[src/rtl/input_vc_controller_pkg.sv]
// Shared NoC types for the router input block: flit format, output ports,
// controller states and the XY routing helpers.
package noc_params;

    localparam int VC_NUM           = 2;
    localparam int VC_SIZE          = $clog2(VC_NUM);
    localparam int MESH_SIZE_X      = 4;
    localparam int MESH_SIZE_Y      = 4;
    localparam int DEST_ADDR_SIZE_X = $clog2(MESH_SIZE_X);
    localparam int DEST_ADDR_SIZE_Y = $clog2(MESH_SIZE_Y);
    localparam int FLIT_DATA_SIZE   = 16;

    typedef enum logic [1:0] {
        HEAD     = 2'd0,
        BODY     = 2'd1,
        TAIL     = 2'd2,
        HEADTAIL = 2'd3
    } flit_label_t;

    typedef enum logic [2:0] {
        LOCAL = 3'd0,
        NORTH = 3'd1,
        SOUTH = 3'd2,
        WEST  = 3'd3,
        EAST  = 3'd4
    } port_t;

    typedef struct packed {
        flit_label_t                 label;
        logic [VC_SIZE-1:0]          vc_id;
        logic [DEST_ADDR_SIZE_X-1:0] dest_x;
        logic [DEST_ADDR_SIZE_Y-1:0] dest_y;
        logic [FLIT_DATA_SIZE-1:0]   data;
    } flit_t;

    typedef enum logic [1:0] {
        IDLE   = 2'd0,
        VA     = 2'd1,
        ACTIVE = 2'd2
    } ctrl_state_t;

    function automatic logic is_head(input flit_label_t label);
        return (label == HEAD) || (label == HEADTAIL);
    endfunction

    function automatic logic is_tail(input flit_label_t label);
        return (label == TAIL) || (label == HEADTAIL);
    endfunction

    // X is resolved first, so packets never turn from a Y hop back into X.
    function automatic port_t xy_route(input logic [DEST_ADDR_SIZE_X-1:0] dest_x,
                                       input logic [DEST_ADDR_SIZE_Y-1:0] dest_y,
                                       input int x_cur,
                                       input int y_cur);
        port_t port_v;
        if (int'(dest_x) > x_cur) begin
            port_v = EAST;
        end else if (int'(dest_x) < x_cur) begin
            port_v = WEST;
        end else if (int'(dest_y) > y_cur) begin
            port_v = SOUTH;
        end else if (int'(dest_y) < y_cur) begin
            port_v = NORTH;
        end else begin
            port_v = LOCAL;
        end
        return port_v;
    endfunction

endpackage

[src/rtl/input_vc_controller_buffer.sv]
// Circular flit FIFO for one input VC; a write into a full buffer is dropped
// even when a pop happens in the same cycle.
import noc_params::*;

module circular_flit_buffer #(
    parameter int BUFFER_SIZE = 8
) (
    input  logic  clk,
    input  logic  rst,
    input  logic  write_i,
    input  logic  read_i,
    input  flit_t flit_i,
    output flit_t flit_o,
    output logic  is_full_o,
    output logic  is_empty_o
);

    localparam int PTR_W = $clog2(BUFFER_SIZE);
    localparam int CNT_W = PTR_W + 1;
    localparam logic [PTR_W-1:0] PTR_ONE  = PTR_W'(1);
    localparam logic [CNT_W-1:0] CNT_ONE  = CNT_W'(1);
    localparam logic [CNT_W-1:0] CNT_FULL = CNT_W'(BUFFER_SIZE);

    flit_t            mem_r [BUFFER_SIZE];
    logic [PTR_W-1:0] rd_ptr_r;
    logic [PTR_W-1:0] wr_ptr_r;
    logic [CNT_W-1:0] count_r;
    logic [CNT_W-1:0] count_next_s;
    logic             full_r;
    logic             empty_r;
    logic             do_write_s;
    logic             do_read_s;

    assign do_write_s = write_i & ~full_r;
    assign do_read_s  = read_i & ~empty_r;

    // Next occupancy from the accepted write/read pair
    always_comb begin
        count_next_s = count_r;
        case ({do_write_s, do_read_s})
            2'b10:   count_next_s = count_r + CNT_ONE;
            2'b01:   count_next_s = count_r - CNT_ONE;
            default: count_next_s = count_r;
        endcase
    end

    // Pointers, occupancy and registered full/empty flags
    always_ff @(posedge clk or posedge rst) begin
        if (rst) begin
            rd_ptr_r <= '0;
            wr_ptr_r <= '0;
            count_r  <= '0;
            full_r   <= 1'b0;
            empty_r  <= 1'b1;
        end else begin
            if (do_write_s) begin
                wr_ptr_r <= wr_ptr_r + PTR_ONE;
            end
            if (do_read_s) begin
                rd_ptr_r <= rd_ptr_r + PTR_ONE;
            end
            count_r <= count_next_s;
            full_r  <= (count_next_s == CNT_FULL);
            empty_r <= (count_next_s == '0);
        end
    end

    // Flit storage; contents are don't-care while the slot is unoccupied
    always_ff @(posedge clk) begin
        if (do_write_s) begin
            mem_r[wr_ptr_r] <= flit_i;
        end
    end

    assign flit_o     = mem_r[rd_ptr_r];
    assign is_full_o  = full_r;
    assign is_empty_o = empty_r;

endmodule

[src/rtl/input_vc_controller.sv]
// Per-VC input controller: buffers flits, XY-routes the head, requests a
// downstream VC and forwards flits (speculatively during VA) with the new vc_id.
import noc_params::*;

module input_vc_controller #(
    parameter int BUFFER_SIZE = 8,
    parameter int X_CURRENT   = 0,
    parameter int Y_CURRENT   = 0
) (
    input  logic               clk,
    input  logic               rst,
    input  flit_t              flit_i,
    input  logic               write_i,
    output logic               vc_request_o,
    output port_t              out_port_o,
    input  logic [VC_SIZE-1:0] vc_new_i,
    input  logic               vc_valid_i,
    output logic               switch_request_o,
    input  logic               sa_grant_i,
    output flit_t              flit_o,
    output logic               is_full_o,
    output logic               is_empty_o,
    output logic               error_o
);

    ctrl_state_t        state_r;
    port_t              out_port_r;
    logic [VC_SIZE-1:0] downstream_vc_r;
    logic               vc_request_r;
    logic               error_r;

    flit_t              front_s;
    logic               empty_s;
    logic               full_s;
    logic               pop_s;
    logic               discard_s;
    logic               grant_empty_s;
    logic               error_s;

    circular_flit_buffer #(
        .BUFFER_SIZE (BUFFER_SIZE)
    ) u_buffer (
        .clk        (clk),
        .rst        (rst),
        .write_i    (write_i),
        .read_i     (pop_s),
        .flit_i     (flit_i),
        .flit_o     (front_s),
        .is_full_o  (full_s),
        .is_empty_o (empty_s)
    );

    // Pop decision and protocol-violation detection for the current cycle
    always_comb begin
        pop_s         = 1'b0;
        discard_s     = 1'b0;
        grant_empty_s = 1'b0;
        case (state_r)
            IDLE: begin
                if (!empty_s && !is_head(front_s.label)) begin
                    discard_s = 1'b1;
                    pop_s     = 1'b1;
                end else begin
                    discard_s = 1'b0;
                    pop_s     = 1'b0;
                end
                grant_empty_s = sa_grant_i & empty_s;
            end
            VA: begin
                // A grant without a VC in hand is not usable and is ignored
                if (sa_grant_i && vc_valid_i) begin
                    pop_s         = ~empty_s;
                    grant_empty_s = empty_s;
                end else begin
                    pop_s         = 1'b0;
                    grant_empty_s = 1'b0;
                end
            end
            ACTIVE: begin
                if (sa_grant_i) begin
                    pop_s         = ~empty_s;
                    grant_empty_s = empty_s;
                end else begin
                    pop_s         = 1'b0;
                    grant_empty_s = 1'b0;
                end
            end
            default: begin
                pop_s         = 1'b0;
                discard_s     = 1'b0;
                grant_empty_s = 1'b0;
            end
        endcase
        error_s = discard_s | grant_empty_s | (write_i & full_s);
    end

    // Controller FSM with registered route, downstream VC, request and error
    always_ff @(posedge clk or posedge rst) begin
        if (rst) begin
            state_r         <= IDLE;
            out_port_r      <= LOCAL;
            downstream_vc_r <= '0;
            vc_request_r    <= 1'b0;
            error_r         <= 1'b0;
        end else begin
            error_r <= error_s;
            case (state_r)
                IDLE: begin
                    if (!empty_s && is_head(front_s.label)) begin
                        out_port_r   <= xy_route(front_s.dest_x, front_s.dest_y,
                                                 X_CURRENT, Y_CURRENT);
                        state_r      <= VA;
                        vc_request_r <= 1'b1;
                    end else begin
                        state_r      <= IDLE;
                        vc_request_r <= 1'b0;
                    end
                end
                VA: begin
                    if (vc_valid_i) begin
                        downstream_vc_r <= vc_new_i;
                        vc_request_r    <= 1'b0;
                        if (pop_s && is_tail(front_s.label)) begin
                            state_r <= IDLE;
                        end else begin
                            state_r <= ACTIVE;
                        end
                    end else begin
                        state_r      <= VA;
                        vc_request_r <= 1'b1;
                    end
                end
                ACTIVE: begin
                    vc_request_r <= 1'b0;
                    if (pop_s && is_tail(front_s.label)) begin
                        state_r <= IDLE;
                    end else begin
                        state_r <= ACTIVE;
                    end
                end
                default: begin
                    state_r      <= IDLE;
                    vc_request_r <= 1'b0;
                end
            endcase
        end
    end

    // Outgoing flit carries the downstream VC; during VA that is the one being granted now
    always_comb begin
        flit_o = front_s;
        if (state_r == VA) begin
            flit_o.vc_id = vc_new_i;
        end else begin
            flit_o.vc_id = downstream_vc_r;
        end
    end

    assign switch_request_o = ((state_r == VA) || (state_r == ACTIVE)) & ~empty_s;
    assign vc_request_o     = vc_request_r;
    assign out_port_o       = out_port_r;
    assign is_full_o        = full_s;
    assign is_empty_o       = empty_s;
    assign error_o          = error_r;

endmodule
[config.mk]
export PLATFORM = sky130hd
export DESIGN_NAME = input_vc_controller
export DESIGN_NICKNAME = d
export VERILOG_FILES = /design/src/rtl/input_vc_controller_pkg.sv /design/src/rtl/input_vc_controller_buffer.sv /design/src/rtl/input_vc_controller.sv
export SDC_FILE = /design/constraint.sdc
export NUM_CORES = 1
export LEC_CHECK = 0
export BUFFER_PORTS_ARGS = -buffer_cell sky130_fd_sc_hd__buf_2
export CORE_ASPECT_RATIO = 1.25
export CORE_MARGIN = 1
export CORE_UTILIZATION = 35
export DETAILED_ROUTE_END_ITERATION = 6
export GPL_TIMING_DRIVEN = 0
export PLACE_DENSITY = 0.52
export SETUP_SLACK_MARGIN = 0.3
export SLEW_MARGIN = 20
export SYNTH_ARGS = -nofsm -noshare
export SYNTH_HDL_FRONTEND = slang
export SYNTH_SLANG_ARGS = --single-unit
export TNS_END_PERCENT = 5
[constraint.sdc]
create_clock -name clk -period 7.6 [get_ports clk]
set_input_delay 0.76 -clock clk [delete_from_list [all_inputs] [get_ports clk]]
set_output_delay 0.76 -clock clk [all_outputs]
set_load 0.05 [all_outputs]
==> metrics.md <==
| Metric | Value |
|---|---|
| Status | `finished clean` |
| Final period utilization | `66.0%` |
| Post-Route WL | `16100 um` |
| Grt ovf | `0` |
| RSZ-0062 raised after global routing | `no` |
| WP buf/inv | `3` |
| Primary FF master, synth | `edfxtp_1` |
| Nets | `569` |
| Worst setup SP type | `register` |
| TritonCTS Buffers | `17` |
| Core area | `22200 um^2` |
| WS Path Type | `register to register` |
| Initial DRC Count | `216` |
| Slew Limit Headroom | `47.3%` |
| Compound-cell area share of the yosys netlist | `2.91%` |
| Synth warn | `0` |
| Crit path time final | `5.01 ns` |
| Psw | `1.59 mW` |
| Die Wd | `136 um` |
| Comb pwr share | `43.8%` |
| Max-slew violation count | `0` |
| Post-DP HPWL | `11000 um` |
| Fin. Hold Viols | `0` |
| Total track usage | `15.0%` |
| Switching share of power | `39.5%` |
| Routability Congestion | `0.796` |
| Worst r2r path cells | `17` |
| Syn_area_per_cell | `17.9 um^2` |
| Flop2flop setup slack | `2.59 ns` |
| Clock Skew | `0.0232 ns` |
| CTS root buffer | `clkbuf_16` |
| Post-CTS sizing | `0` |
| Power per Cell Area | `430 nW/um^2` |
| Share of power burned in registers | `35.9%` |
| Most frequent cells in the layout | `176 x edfxtp_1, 75 x nand2_1, 64 x buf_2` |
| Hold crit path type | `input port to async pin` |
| Synth Area in Simple Gates | `6.56%` |
| Leak | `3.27 nW` |
| Metal3 WL | `621 um` |
| Top cells by area, synth | `edfxtp_1 67%, mux4_2 12%, dfrtp_1 5.7%` |
| Clock Latency Late Sink | `0.44 ns` |
| I/O Buffers | `57` |
| Top sig layer | `met5` |
| Worst-path maximum fanout | `10` |
| Vias per std cell | `5.08` |
| Initial antenna violation count | `3` |
| Worst EP arrival | `5.36 ns` |
| Synth Net Count | `481` |
| Layout Utilization | `42.1%` |
| Layout area overhead | `18.4%` |
| Area fraction of the dominant cell type after synthesis | `66.9%` |
| Max incr delay on CP | `0.62 ns` |
| Register area share after synthesis | `72.9%` |
| Met1 Routed Length | `6780 um` |
| Setup violators final | `0` |
| Clock Power Share | `20.3%` |
| Most common cell on crit path | `nand2_1` |
| Max cap viols | `0` |
| WL met2 | `8530 um` |
| Slew at the pin closest to its max-slew limit | `0.791 ns` |
| Most common cell after layout, fill and taps aside | `edfxtp_1` |
| Vias in the first global route | `4497` |
| DRC viols | `0` |
| Hold Buf Count CTS | `0` |
| Cells along the critical path | `buf_2 -> clkbuf_1 -> clkbuf_1 -> mux4_2 -> nand2_1 -> nand2_1 -> ha_1 -> or3b_1 -> o32ai_4 -> and2_1 -> xor2_1 -> ha_1 -> mux2_2 -> nor2_1 -> nand2_1 -> a21o_1 -> a21boi_1` |
| Main combinational cell family by area after synthesis | `multiplexers` |
| FF+latch count, synth | `195` |
| Post-Synth XOR/XNOR Area | `0.665%` |
| Clk buf depth | `2` |
| Setup TNS | `0 ns` |
| Routed wire per std cell | `19.6 um` |
| Internal power | `2.43 mW` |
| Share of layout cells above drive strength 1 | `32.2%` |
| Post-synth top area cell | `edfxtp_1` |
| Reg2reg end | `u_buffer.is_full_o` |
| Critical path data required time | `7.94 ns` |
| Post-CTS Setup Inserts | `0` |
| Adder-cell share of the synthesized area | `1.58%` |
| VDD IR-drop max | `0.266 mV` |
| Post-synth cell types | `46` |
| Antenna diode count | `0` |
| Initial Utilization | `35.6%` |
| Worst setup EP type | `register` |
| Post-route ant nets | `0` |
| Clk sinks | `195` |
| Netlist Area Pre-Place | `7900 um^2` |
| Routed vias | `4189` |
| Asr flop ratio synth | `9.74%` |
| Fmax | `199 MHz` |
| Post-synth EDFFs | `176` |
| CP delay by family, top | `buffers and inverters` |
| Worst-path clk slew | `0.06 ns` |
| Fillers | `1968` |
| Largest net degree at the start of global routing | `20` |
| CTS tree | `built` |
| Synth Instances | `442` |
| Post-synthesis mux area share | `13.7%` |
| First-pass GRT wire length | `25000 um` |
| Chip height | `170 um` |
| Io pins | `60` |
| RR Startpoint | `u_buffer.rd_ptr_r[1]` |
| Slowest-stage cell, CP | `clkbuf_1` |
| DR pass1 iterations | `4` |
| Area of the die | `23200 um^2` |
| Row Count | `61` |
| # H-tree levels | `4` |
## flip-flops by register name, summed over array words and instances, names as in the netlist
| register | cells |
|---|---|
| u_buffer.rd_ptr_r | 3 |
| u_buffer.is_full_o | 1 |
| error_o | 1 |
| out_port_o | 2 |
| u_buffer.wr_ptr_r | 3 |
| u_buffer.mem_r | 176 |
| downstream_vc_r | 1 |
| u_buffer.is_empty_o | 1 |
| u_buffer.count_r | 4 |
| state_r | 2 |
| vc_request_o | 1 |
## Yosys cell counts (2+ instances only)
cell type / instances
o311ai_0: 4
and2_1: 2
nand2b_1: 5
inv_1: 11
a22o_1: 2
buf_2: 7
mux4_2: 42
nand2_1: 75
ha_1: 10
xor2_1: 2
buf_4: 2
inv_2: 2
clkbuf_1: 7
dfrtp_1: 18
nor2b_1: 3
edfxtp_1: 176
nor4_1: 3
o21ai_0: 4
nor2_1: 19
a21oi_1: 4
nand4b_1: 2
mux2_2: 12
nor3_1: 4
xnor2_1: 4
## cell type report
cell class                      instances  area, um^2  share of cell area, %
Sequential cell                       195        5760                   61.6
Multi-Input combinational cell        217        2070                   22.1
Timing Repair Buffer                   69         507                   5.42
Clock buffer                           18         429                   4.59
Tap cell                              283         354                   3.78
Clock inverter                         12         109                   1.16
Buffer                                 17        80.1                  0.856
Inverter                               13        48.8                  0.522
## worst register-to-register path: cells and delay by family, from the launching register on
kind,cells,cell delay [ns]
xor+xnor,1,0.17
mux,2,0.67
flops,1,0.35
simple gates,6,1.15
compound gates,3,0.59
fa+ha+maj,2,0.57
buf+inv,3,1.44
## worst max-delay path by stage
stage                               startpoint                  end  slack, ns  cells past startpoint
after detailed placement  u_buffer.rd_ptr_r[1]   u_buffer.is_full_o       2.52                     17
after CTS                 u_buffer.rd_ptr_r[1]   u_buffer.is_full_o       2.49                     17
after floorplan           u_buffer.rd_ptr_r[1]  u_buffer.is_empty_o       3.25                     17
after global placement    u_buffer.rd_ptr_r[2]  u_buffer.is_empty_o       2.56                     17
final                     u_buffer.rd_ptr_r[1]   u_buffer.is_full_o       2.59                     17
after global routing      u_buffer.rd_ptr_r[2]   u_buffer.is_full_o       2.19                     15
## power by group through the flow
stage                     clock (mW)  sequential, mW  combinational, mW
after floorplan                    0            1.48               1.27
after global placement             0            1.47               1.71
after detailed placement           0            1.47               1.80
after CTS                      0.837            1.44               1.80
after global routing           0.878            1.46               1.92
final                          0.818            1.44               1.76
## cell families after synthesis
family	after synthesis
flops	195
simple gates	119
mux	54
buf+inv	30
compound gates	27
fa+ha+maj	10
xor+xnor	6
other cells	1
## routing by layer
metal  vias to the layer above  GRT usage [%]
li1                       1894              -
met1                      2192           18.1
met2                        82           26.2
met3                        17           3.31
met4                         4           5.22
met5                         -              0
## stage by stage
| stage | hold slack, ns | area, um^2 | setup slack [ns] | total power, mW | std cells |
|---|---|---|---|---|---|
| final | 0.445 | 9360 | 2.59 | 4.02 | 824 |
| after global routing | 0.535 | 9360 | 2.19 | 4.26 | 824 |
| after CTS | 0.471 | 9360 | 2.49 | 4.08 | 824 |
| after detailed placement | 0.487 | 8820 | 2.52 | 3.26 | 794 |
| after global placement | 0.482 | 8540 | 2.56 | 3.17 | 782 |
| after floorplan | 0.475 | 7900 | 3.25 | 2.76 | 442 |
No activity file was read; power rests on OpenSTA's default activity.
